## src/rtl/mii_rx_deframer_pkg.sv

```systemverilog
// Shared types and constants for the MII/GMII receive deframer.
package mii_rx_deframer_pkg;

    localparam int unsigned MAX_ETH_FRAME_CNT = 1518;
    localparam logic [31:0] CRC32_POLY        = 32'h04C11DB7;
    localparam logic [31:0] CRC32_RESIDUE     = 32'hC704DD7B;

    typedef enum logic [1:0] {LINK_10, LINK_100, LINK_1000} link_speed_t;

    typedef enum logic [1:0] {IDLE, PREAMBLE, DATA, DROP} rx_state_t;

    typedef struct packed {
        logic rx_fl;
        logic crc_val;
        logic line_err;
    } mii_rx_status_t;

    typedef struct packed {
        logic [7:0] sfd_err_cnt;
        logic [7:0] false_carrier_cnt;
        logic [7:0] align_err_cnt;
    } rx_deframer_status_t;

    function automatic logic [7:0] sat_inc(input logic [7:0] v);
        return (v == 8'hFF) ? v : v + 8'd1;
    endfunction

endpackage

```

## src/rtl/interSw.sv

```systemverilog
// Switch-level clock, reset and link speed bundle.
interface interSw;
    logic                             clk;
    logic                             main_rst_n;
    mii_rx_deframer_pkg::link_speed_t link_speed;

    modport ethSw (input clk, input main_rst_n, input link_speed);
endinterface

```

## src/rtl/crc32_d8.sv

```systemverilog
// One-byte CRC-32 update, MSB-first register fed with data LSB first.
module crc32_d8
    import mii_rx_deframer_pkg::*;
(
    input  logic [31:0] crc_in,
    input  logic [7:0]  data,
    output logic [31:0] crc_out
);

    logic [31:0] c;

    always_comb begin
        c = crc_in;
        for (int unsigned i = 0; i < 8; i++) begin
            c = {c[30:0], 1'b0} ^ ((c[31] ^ data[i]) ? CRC32_POLY : 32'h0);
        end
        crc_out = c;
    end

endmodule

```

## src/rtl/mii_rx_deframer.sv

```systemverilog
// MII/GMII receive deframer: strips preamble/SFD, delivers bytes, checks FCS.
module mii_rx_deframer
    import mii_rx_deframer_pkg::*;
#(
    parameter int unsigned pMAX_BYTES  = MAX_ETH_FRAME_CNT + 4,
    parameter logic        pIGNORE_CRC = 1'b0
) (
    interSw.ethSw               ethSw,
    input  logic                rx_ce,
    input  logic                rx_dv,
    input  logic                rx_er,
    input  logic [7:0]          rxd,
    output logic                valid_rx,
    output logic [7:0]          data_rx,
    output mii_rx_status_t      rx_stat,
    output rx_deframer_status_t status
);

    localparam int unsigned CNT_W = $clog2(pMAX_BYTES + 1);

    logic             clk;
    logic             rst_n;
    rx_state_t        state, state_nxt;
    logic             nibble_mode;
    logic             first_ce;
    logic             seen5;
    logic             have_low;
    logic [3:0]       low_nib;
    logic             err_seen;
    logic             drop_fl;
    logic [CNT_W-1:0] byte_cnt;
    logic [31:0]      crc, crc_next;
    logic [7:0]       byte_val;
    logic             is_pre, is_sfd;
    logic             enter_data, deliver, store_low, overflow, report;
    logic             fc_inc, sfd_inc;

    assign clk      = ethSw.clk;
    assign rst_n    = ethSw.main_rst_n;
    assign byte_val = nibble_mode ? {rxd[3:0], low_nib} : rxd;
    assign is_pre   = nibble_mode ? (rxd[3:0] == 4'h5) : (rxd == 8'h55);
    assign is_sfd   = nibble_mode ? (rxd[3:0] == 4'hD && seen5) : (rxd == 8'hD5);

    crc32_d8 u_crc (
        .crc_in  (crc),
        .data    (byte_val),
        .crc_out (crc_next)
    );

    always_ff @(posedge clk or negedge rst_n) begin
        if (!rst_n) state <= IDLE;
        else        state <= state_nxt;
    end

    always_comb begin
        state_nxt  = state;
        enter_data = 1'b0;
        deliver    = 1'b0;
        store_low  = 1'b0;
        overflow   = 1'b0;
        report     = 1'b0;
        fc_inc     = 1'b0;
        sfd_inc    = 1'b0;
        if (rx_ce) begin
            case (state)
                IDLE: if (rx_dv) begin
                    // the first strobe after reset may land mid-frame, so never join it
                    state_nxt = (rx_er || first_ce) ? DROP : PREAMBLE;
                    fc_inc    = rx_er;
                end
                PREAMBLE: begin
                    if (!rx_dv) state_nxt = IDLE;
                    else if (is_sfd) begin
                        state_nxt  = DATA;
                        enter_data = 1'b1;
                    end else if (!is_pre) begin
                        state_nxt = DROP;
                        sfd_inc   = 1'b1;
                    end
                end
                DATA: begin
                    if (!rx_dv) begin
                        state_nxt = IDLE;
                        report    = 1'b1;
                    end else if (nibble_mode && !have_low) store_low = 1'b1;
                    else if (byte_cnt >= CNT_W'(pMAX_BYTES)) begin
                        state_nxt = DROP;
                        overflow  = 1'b1;
                    end else deliver = 1'b1;
                end
                DROP: if (!rx_dv) begin
                    state_nxt = IDLE;
                    report    = drop_fl;
                end
                default: state_nxt = IDLE;
            endcase
        end
    end

    always_ff @(posedge clk or negedge rst_n) begin
        if (!rst_n) begin
            valid_rx    <= 1'b0;
            data_rx     <= '0;
            rx_stat     <= '0;
            status      <= '0;
            nibble_mode <= 1'b0;
            first_ce    <= 1'b1;
            seen5       <= 1'b0;
            have_low    <= 1'b0;
            low_nib     <= '0;
            err_seen    <= 1'b0;
            drop_fl     <= 1'b0;
            byte_cnt    <= '0;
            crc         <= '1;
        end else begin
            valid_rx <= deliver;
            rx_stat  <= '0;
            if (state == IDLE) nibble_mode <= (ethSw.link_speed != LINK_1000);
            if (rx_ce) first_ce <= 1'b0;
            if (rx_ce && state == IDLE) seen5 <= (rxd[3:0] == 4'h5);
            else if (rx_ce && state == PREAMBLE && is_pre) seen5 <= 1'b1;
            if (enter_data) begin
                crc      <= '1;
                byte_cnt <= '0;
                err_seen <= 1'b0;
                have_low <= 1'b0;
            end
            if (rx_ce && state == DATA && rx_dv && rx_er) err_seen <= 1'b1;
            if (store_low) begin
                low_nib  <= rxd[3:0];
                have_low <= 1'b1;
            end
            if (deliver) begin
                data_rx  <= byte_val;
                crc      <= crc_next;
                byte_cnt <= byte_cnt + CNT_W'(1);
                have_low <= 1'b0;
            end
            if (overflow) begin
                drop_fl  <= 1'b1;
                err_seen <= 1'b1;
                have_low <= 1'b0;
            end
            if (report) begin
                rx_stat.rx_fl    <= 1'b1;
                rx_stat.crc_val  <= pIGNORE_CRC || (crc == CRC32_RESIDUE);
                rx_stat.line_err <= err_seen || have_low;
                have_low         <= 1'b0;
                if (have_low) status.align_err_cnt <= sat_inc(status.align_err_cnt);
            end
            if (rx_ce && state == DROP && !rx_dv) drop_fl <= 1'b0;
            if (fc_inc)  status.false_carrier_cnt <= sat_inc(status.false_carrier_cnt);
            if (sfd_inc) status.sfd_err_cnt       <= sat_inc(status.sfd_err_cnt);
        end
    end

endmodule

```

## src/flat_wrapper.sv

```systemverilog
// flat-port wrapper written by rule: the top's interface ports become plain ports
module mii_rx_deframer_flat import mii_rx_deframer_pkg::*;
#(
    parameter int unsigned pMAX_BYTES  = MAX_ETH_FRAME_CNT + 4,
    parameter logic        pIGNORE_CRC = 1'b0
)
  (rx_ce, rx_dv, rx_er, rxd, valid_rx, data_rx, rx_stat, status, ethSw_clk, ethSw_main_rst_n, ethSw_link_speed);
  interSw ethSw_i ();
  input  logic rx_ce;
  input  logic rx_dv;
  input  logic rx_er;
  input  logic [7:0] rxd;
  output logic valid_rx;
  output logic [7:0] data_rx;
  output mii_rx_status_t rx_stat;
  output rx_deframer_status_t status;
  input wire logic [$bits(ethSw_i.clk)-1:0] ethSw_clk;
  input wire logic [$bits(ethSw_i.main_rst_n)-1:0] ethSw_main_rst_n;
  input wire logic [$bits(ethSw_i.link_speed)-1:0] ethSw_link_speed;
  assign ethSw_i.clk = ethSw_clk;
  assign ethSw_i.main_rst_n = ethSw_main_rst_n;
  assign ethSw_i.link_speed = ethSw_link_speed;
  mii_rx_deframer #(.pMAX_BYTES(pMAX_BYTES), .pIGNORE_CRC(pIGNORE_CRC)) u_core (.ethSw(ethSw_i), .rx_ce(rx_ce), .rx_dv(rx_dv), .rx_er(rx_er), .rxd(rxd), .valid_rx(valid_rx), .data_rx(data_rx), .rx_stat(rx_stat), .status(status));
endmodule
```

## config.mk

```make
export PLATFORM = sky130hd
export DESIGN_NAME = mii_rx_deframer_flat
export DESIGN_NICKNAME = d
export VERILOG_FILES = /design/src/rtl/mii_rx_deframer_pkg.sv /design/src/rtl/interSw.sv /design/src/rtl/crc32_d8.sv /design/src/rtl/mii_rx_deframer.sv /design/src/flat_wrapper.sv
export SDC_FILE = /design/constraint.sdc
export NUM_CORES = 1
export LEC_CHECK = 0
export ABC_AREA = 1
export BUFFER_PORTS_ARGS = -buffer_cell sky130_fd_sc_hd__buf_2
export CAP_MARGIN = 25
export CELL_PAD_IN_SITES_DETAIL_PLACEMENT = 1
export CELL_PAD_IN_SITES_GLOBAL_PLACEMENT = 1
export CORE_ASPECT_RATIO = 1.1
export CORE_MARGIN = 2
export CORE_UTILIZATION = 44
export DETAILED_ROUTE_END_ITERATION = 10
export PLACE_DENSITY = 0.8
export SYNTH_ARGS = -nofsm -noshare
export SYNTH_HDL_FRONTEND = slang
export SYNTH_SLANG_ARGS = --single-unit
```

## constraint.sdc

```tcl
create_clock -name ethSw_clk -period 2 [get_ports ethSw_clk]
set_input_delay 0.1 -clock ethSw_clk [delete_from_list [all_inputs] [get_ports ethSw_clk]]
set_output_delay 0.1 -clock ethSw_clk [all_outputs]
set_load 0.03 [all_outputs]
```

==> metrics.yaml <==
floorplanning:
  placementRows: 42
  die_h_microns: 122
  die_w_microns: 111
  io_pins: 51
  die-area_sq_mm: 0.0135
  start_util_pct: 45.6
  core_area_sq_mm: 0.0121
clock_tree:
  cts-htree-levels: 3
  clk-insertion-delay-late_ns: 0.36
  cts_buffers: 9
  clk_pin_slew_ns: 0.07
  root_buffer: "clkbuf_16"
  clk_path_buf_depth: 2
  cts_tree: "yes"
  cts.sinks: 91
critical_path:
  cp_max_fo: 10
  cp_num_cells: 14
  cpLargestDelayFamily: "simple AND/OR/NAND/NOR gates"
  r2r-end: "u_core.crc[14]$_DFFE_PN1P_"
  worst-path-buf-inv: 4
  rr_worst_depth: 14
  critPathMaxStageDelay_ns: 0.44
  cp_common_cell: "nand2_1"
  endpoint: "u_core.crc[14]$_DFFE_PN1P_"
  required_ns: 2.30
  path_class: "reg2reg"
  path_cells: "inv_6 > buf_4 > nand2_1 > nand2_2 > inv_2 > nand2_1 > nand2_1 > nand2_1 > nand2_4 > xor2_1 > nand2_1 > nand3_1 > nand2_1 > inv_1"
  critPathArrivalTime_ns: 2.22
  crit_slowest_cell: "dfrtp_2"
  endpoint_kind: "flip-flop"
  rrSetupSlack_ns: 0.09
  worstReg2RegStart: "u_core.nibble_mode$_DFFE_PN0N_"
  critPathLaunchType: "flip-flop"
  crit_start: "u_core.nibble_mode$_DFFE_PN0N_"
power_and_ir_drop:
  comb_power_share_pct: 59.3
  power_frac_seq_pct: 26.9
  power.switching_mw: 6.52
  cellPowerDensity_mw_per_mm2: 1940
  p_leak_nw: 3.49
  clkPwrFrac_pct: 13.8
  swShare_pct: 50.4
  power.total_mw: 13.0
  p_int_mw: 6.43
  peakVddDrop_mv: 0.736
logic_synthesis:
  netlist_area_sq_mm: 0.00553
  synth_top_area_cell: "dfrtp_1"
  syn_nets: 747
  avgSynthCellArea_sq_um: 7.61
  yosysWarnings: 0
  synth_area_leaders: "dfrtp_1 (26%), dfstp_2 (16%), nand2_1 (16%), inv_1 (6.5%), xor2_1 (5.9%)"
  ys_seq_area_share_pct: 41.9
  synth-seq-cells: 91
  synth_top_area_share_pct: 26.2
  syn_inst: 727
  synthDistinctLibCells: 42
grt:
  gr-usage-all-layers_pct: 25.9
  grt_max_degree: 42
  grt_pass1_vias: 5498
  grt-ovfl-total: 0
  grt_pass1_wl_mm: 27.6
  grt_antenna_before_repair: 0
finish:
  fin_area_sq_mm: 0.00667
  post-route-util_pct: 55.0
  fillers: 1532
  areaGrowthSynthToFinish_pct: 20.6
  drive_gt1_share_pct: 24.9
  stdcell_count: 972
  nets: 833
  diodes: 0
sta:
  max_freq_ghz: 0.523
  setup_violations: 0
  finalCritPeriodShare_pct: 95.6
  slew_violations: 0
  fin_worst_skew_ns: 0.0101
  max-slew-margin-rel_pct: 64.1
  fin_crit_ns: 1.91
  fin_hold_ws_ns: 0.0161
  tightestPinTransition_ns: 0.538
  hold_violations: 0
  rsz0062_at_grt: "yes"
status:
  status: "complete, no violations"
placed_design:
  gp_congestion: 0.919
  io_buffers: 50
  placed_area_sq_mm: 0.00607
  dpl.hpwl_mm: 12.3
  dp.cells: 943
worst_hold_path:
  hp-start: "ethSw_link_speed[0]"
  holdCritPathClass: "in2reg"
detailed_routing:
  drcViolationCount: 0
  via_count: 5175
  vias_per_cell: 5.32
  drtAntennaViolNets: 0
  wire_per_inst_microns: 17.5
  drt_iter0_markers: 223
  drtPass1Iterations: 5
  drt-total-wl_mm: 17.0
job:
  cap_violations: 0
## state kept, by name, indices dropped and copies added, names as in the netlist
| name | count |
|---|---|
| u_core.valid_rx | 1 |
| u_core.state | 2 |
| u_core.err_seen | 1 |
| u_core.status | 24 |
| u_core.data_rx | 8 |
| u_core.byte_cnt | 11 |
| u_core.low_nib | 4 |
| u_core.crc | 32 |
| u_core.nibble_mode | 1 |
| u_core.have_low | 1 |
| u_core.rx_stat | 3 |
| u_core.first_ce | 1 |
| u_core.seen5 | 1 |
| u_core.drop_fl | 1 |
## cells in the final DEF, fill, tap and decap left out, types with 11 or more instances in the layout
cell type / Yosys / layout
o21ai_0: 39 / 37
a21oi_1: 12 / 12
nor2_1: 45 / 45
buf_2: 4 / 49
inv_1: 96 / 95
buf_4: 3 / 26
nand2_2: 14 / 23
xor2_1: 37 / 33
nand3_1: 49 / 47
dfrtp_1: 58 / 57
nand2_1: 229 / 213
nand4_1: 11 / 11
nand2_4: 5 / 12
dfstp_2: 33 / 33
## cells in the mapped netlist
master	instances
nand2_1	229
inv_1	96
dfrtp_1	58
nand3_1	49
nor2_1	45
o21ai_0	39
xor2_1	37
dfstp_2	33
nand2_2	14
a21oi_1	12
nand4_1	11
a31oi_1	9
inv_2	9
o22ai_1	9
xnor2_1	8
nor3_1	7
nor4_1	7
ha_1	5
nand2_4	5
buf_2	4
buf_6	4
o21ai_1	4
buf_4	3
nor2_2	3
nor3_2	3
or2_2	3
xor2_2	3
nand3_2	2
o32ai_1	2
xor2_4	2
a211oi_1	1
a22oi_1	1
a32oi_1	1
and2_1	1
nand2b_1	1
nand3b_1	1
nand4_2	1
nor2_4	1
nor3_4	1
o211ai_1	1
o211ai_2	1
o2bb2ai_1	1
## through the flow
| stage | TNS (ns) | setup slack, ns |
|---|---|---|
| floorplan | 0 | 0.252 |
| global placement | -0.211 | -0.0814 |
| detailed placement | -0.863 | -0.175 |
| CTS | 0 | 0.0132 |
| global route | -0.289 | -0.0478 |
| finish | 0 | 0.0882 |
## power groups by stage
stage                     sequential, mW  combinational (mW)  clock, mW
after global placement              3.42                6.61          0
after CTS                           3.45                7.14       1.80
after floorplan                     3.71                4.61          0
after detailed placement            3.47                6.90          0
final                               3.49                7.69       1.78
after global routing                3.59                8.45       1.88
## final cells by class
class	instances	area, sq um	share of cell area [%]
multi-input cells	521	2880	43.1
flip-flops and latches	91	2320	34.8
repair buffers	85	586	8.78
inverters	105	404	6.06
clock buffers	14	254	3.81
well taps	154	193	2.89
clock inverters	2	38.8	0.581
## logic make-up after synthesis
logic type | share of synthesized area (%)
simple gates | 31.0
buf+inv | 8.71
flops | 41.9
compound gates | 8.28
xor+xnor | 9.00
fa+ha+maj | 1.13
## timing repair
item                                   in CTS  in global routing
endpoints found under the hold margin      34                  0
setup buffers                               4                  6
resized for setup                          10                 40
gates cloned                                0                  1
hold buffers                                2                  0
setup endpoints to repair                  15                 50
pin swaps                                   1                  8
## layer usage
layer	global-route usage [%]	vias up	share of wire (%)
met5	0	-	0
met4	10.3	0	2.5
met3	3.68	29	3.0
met2	45.9	98	51
met1	32.0	2575	43
li1	-	2473	-
## worst min-delay path by stage
stage / slack (ns) / to / depth (start not counted)
4_1_cts: 0.005 / u_core.nibble_mode$_DFFE_PN0N_ / 3
3_5_place_dp: 0.12 / u_core.byte_cnt[4]$_DFFE_PN0P_ / 1
6_report: 0.02 / u_core.nibble_mode$_DFFE_PN0N_ / 3
5_1_grt: 0.03 / u_core.nibble_mode$_DFFE_PN0N_ / 3
2_1_floorplan: -0.20 / u_core.byte_cnt[0]$_DFFE_PN0P_ / 0
3_3_place_gp: 0.12 / u_core.byte_cnt[4]$_DFFE_PN0P_ / 1
## worst register-to-register path, delay by kind of cell, from the launching register on
kind / cells / cell delay, ns
simple gates: 9 / 0.85
buf+inv: 4 / 0.34
xor+xnor: 1 / 0.22
flops: 1 / 0.44
Note: power is estimated with default switching activity, not from simulation.
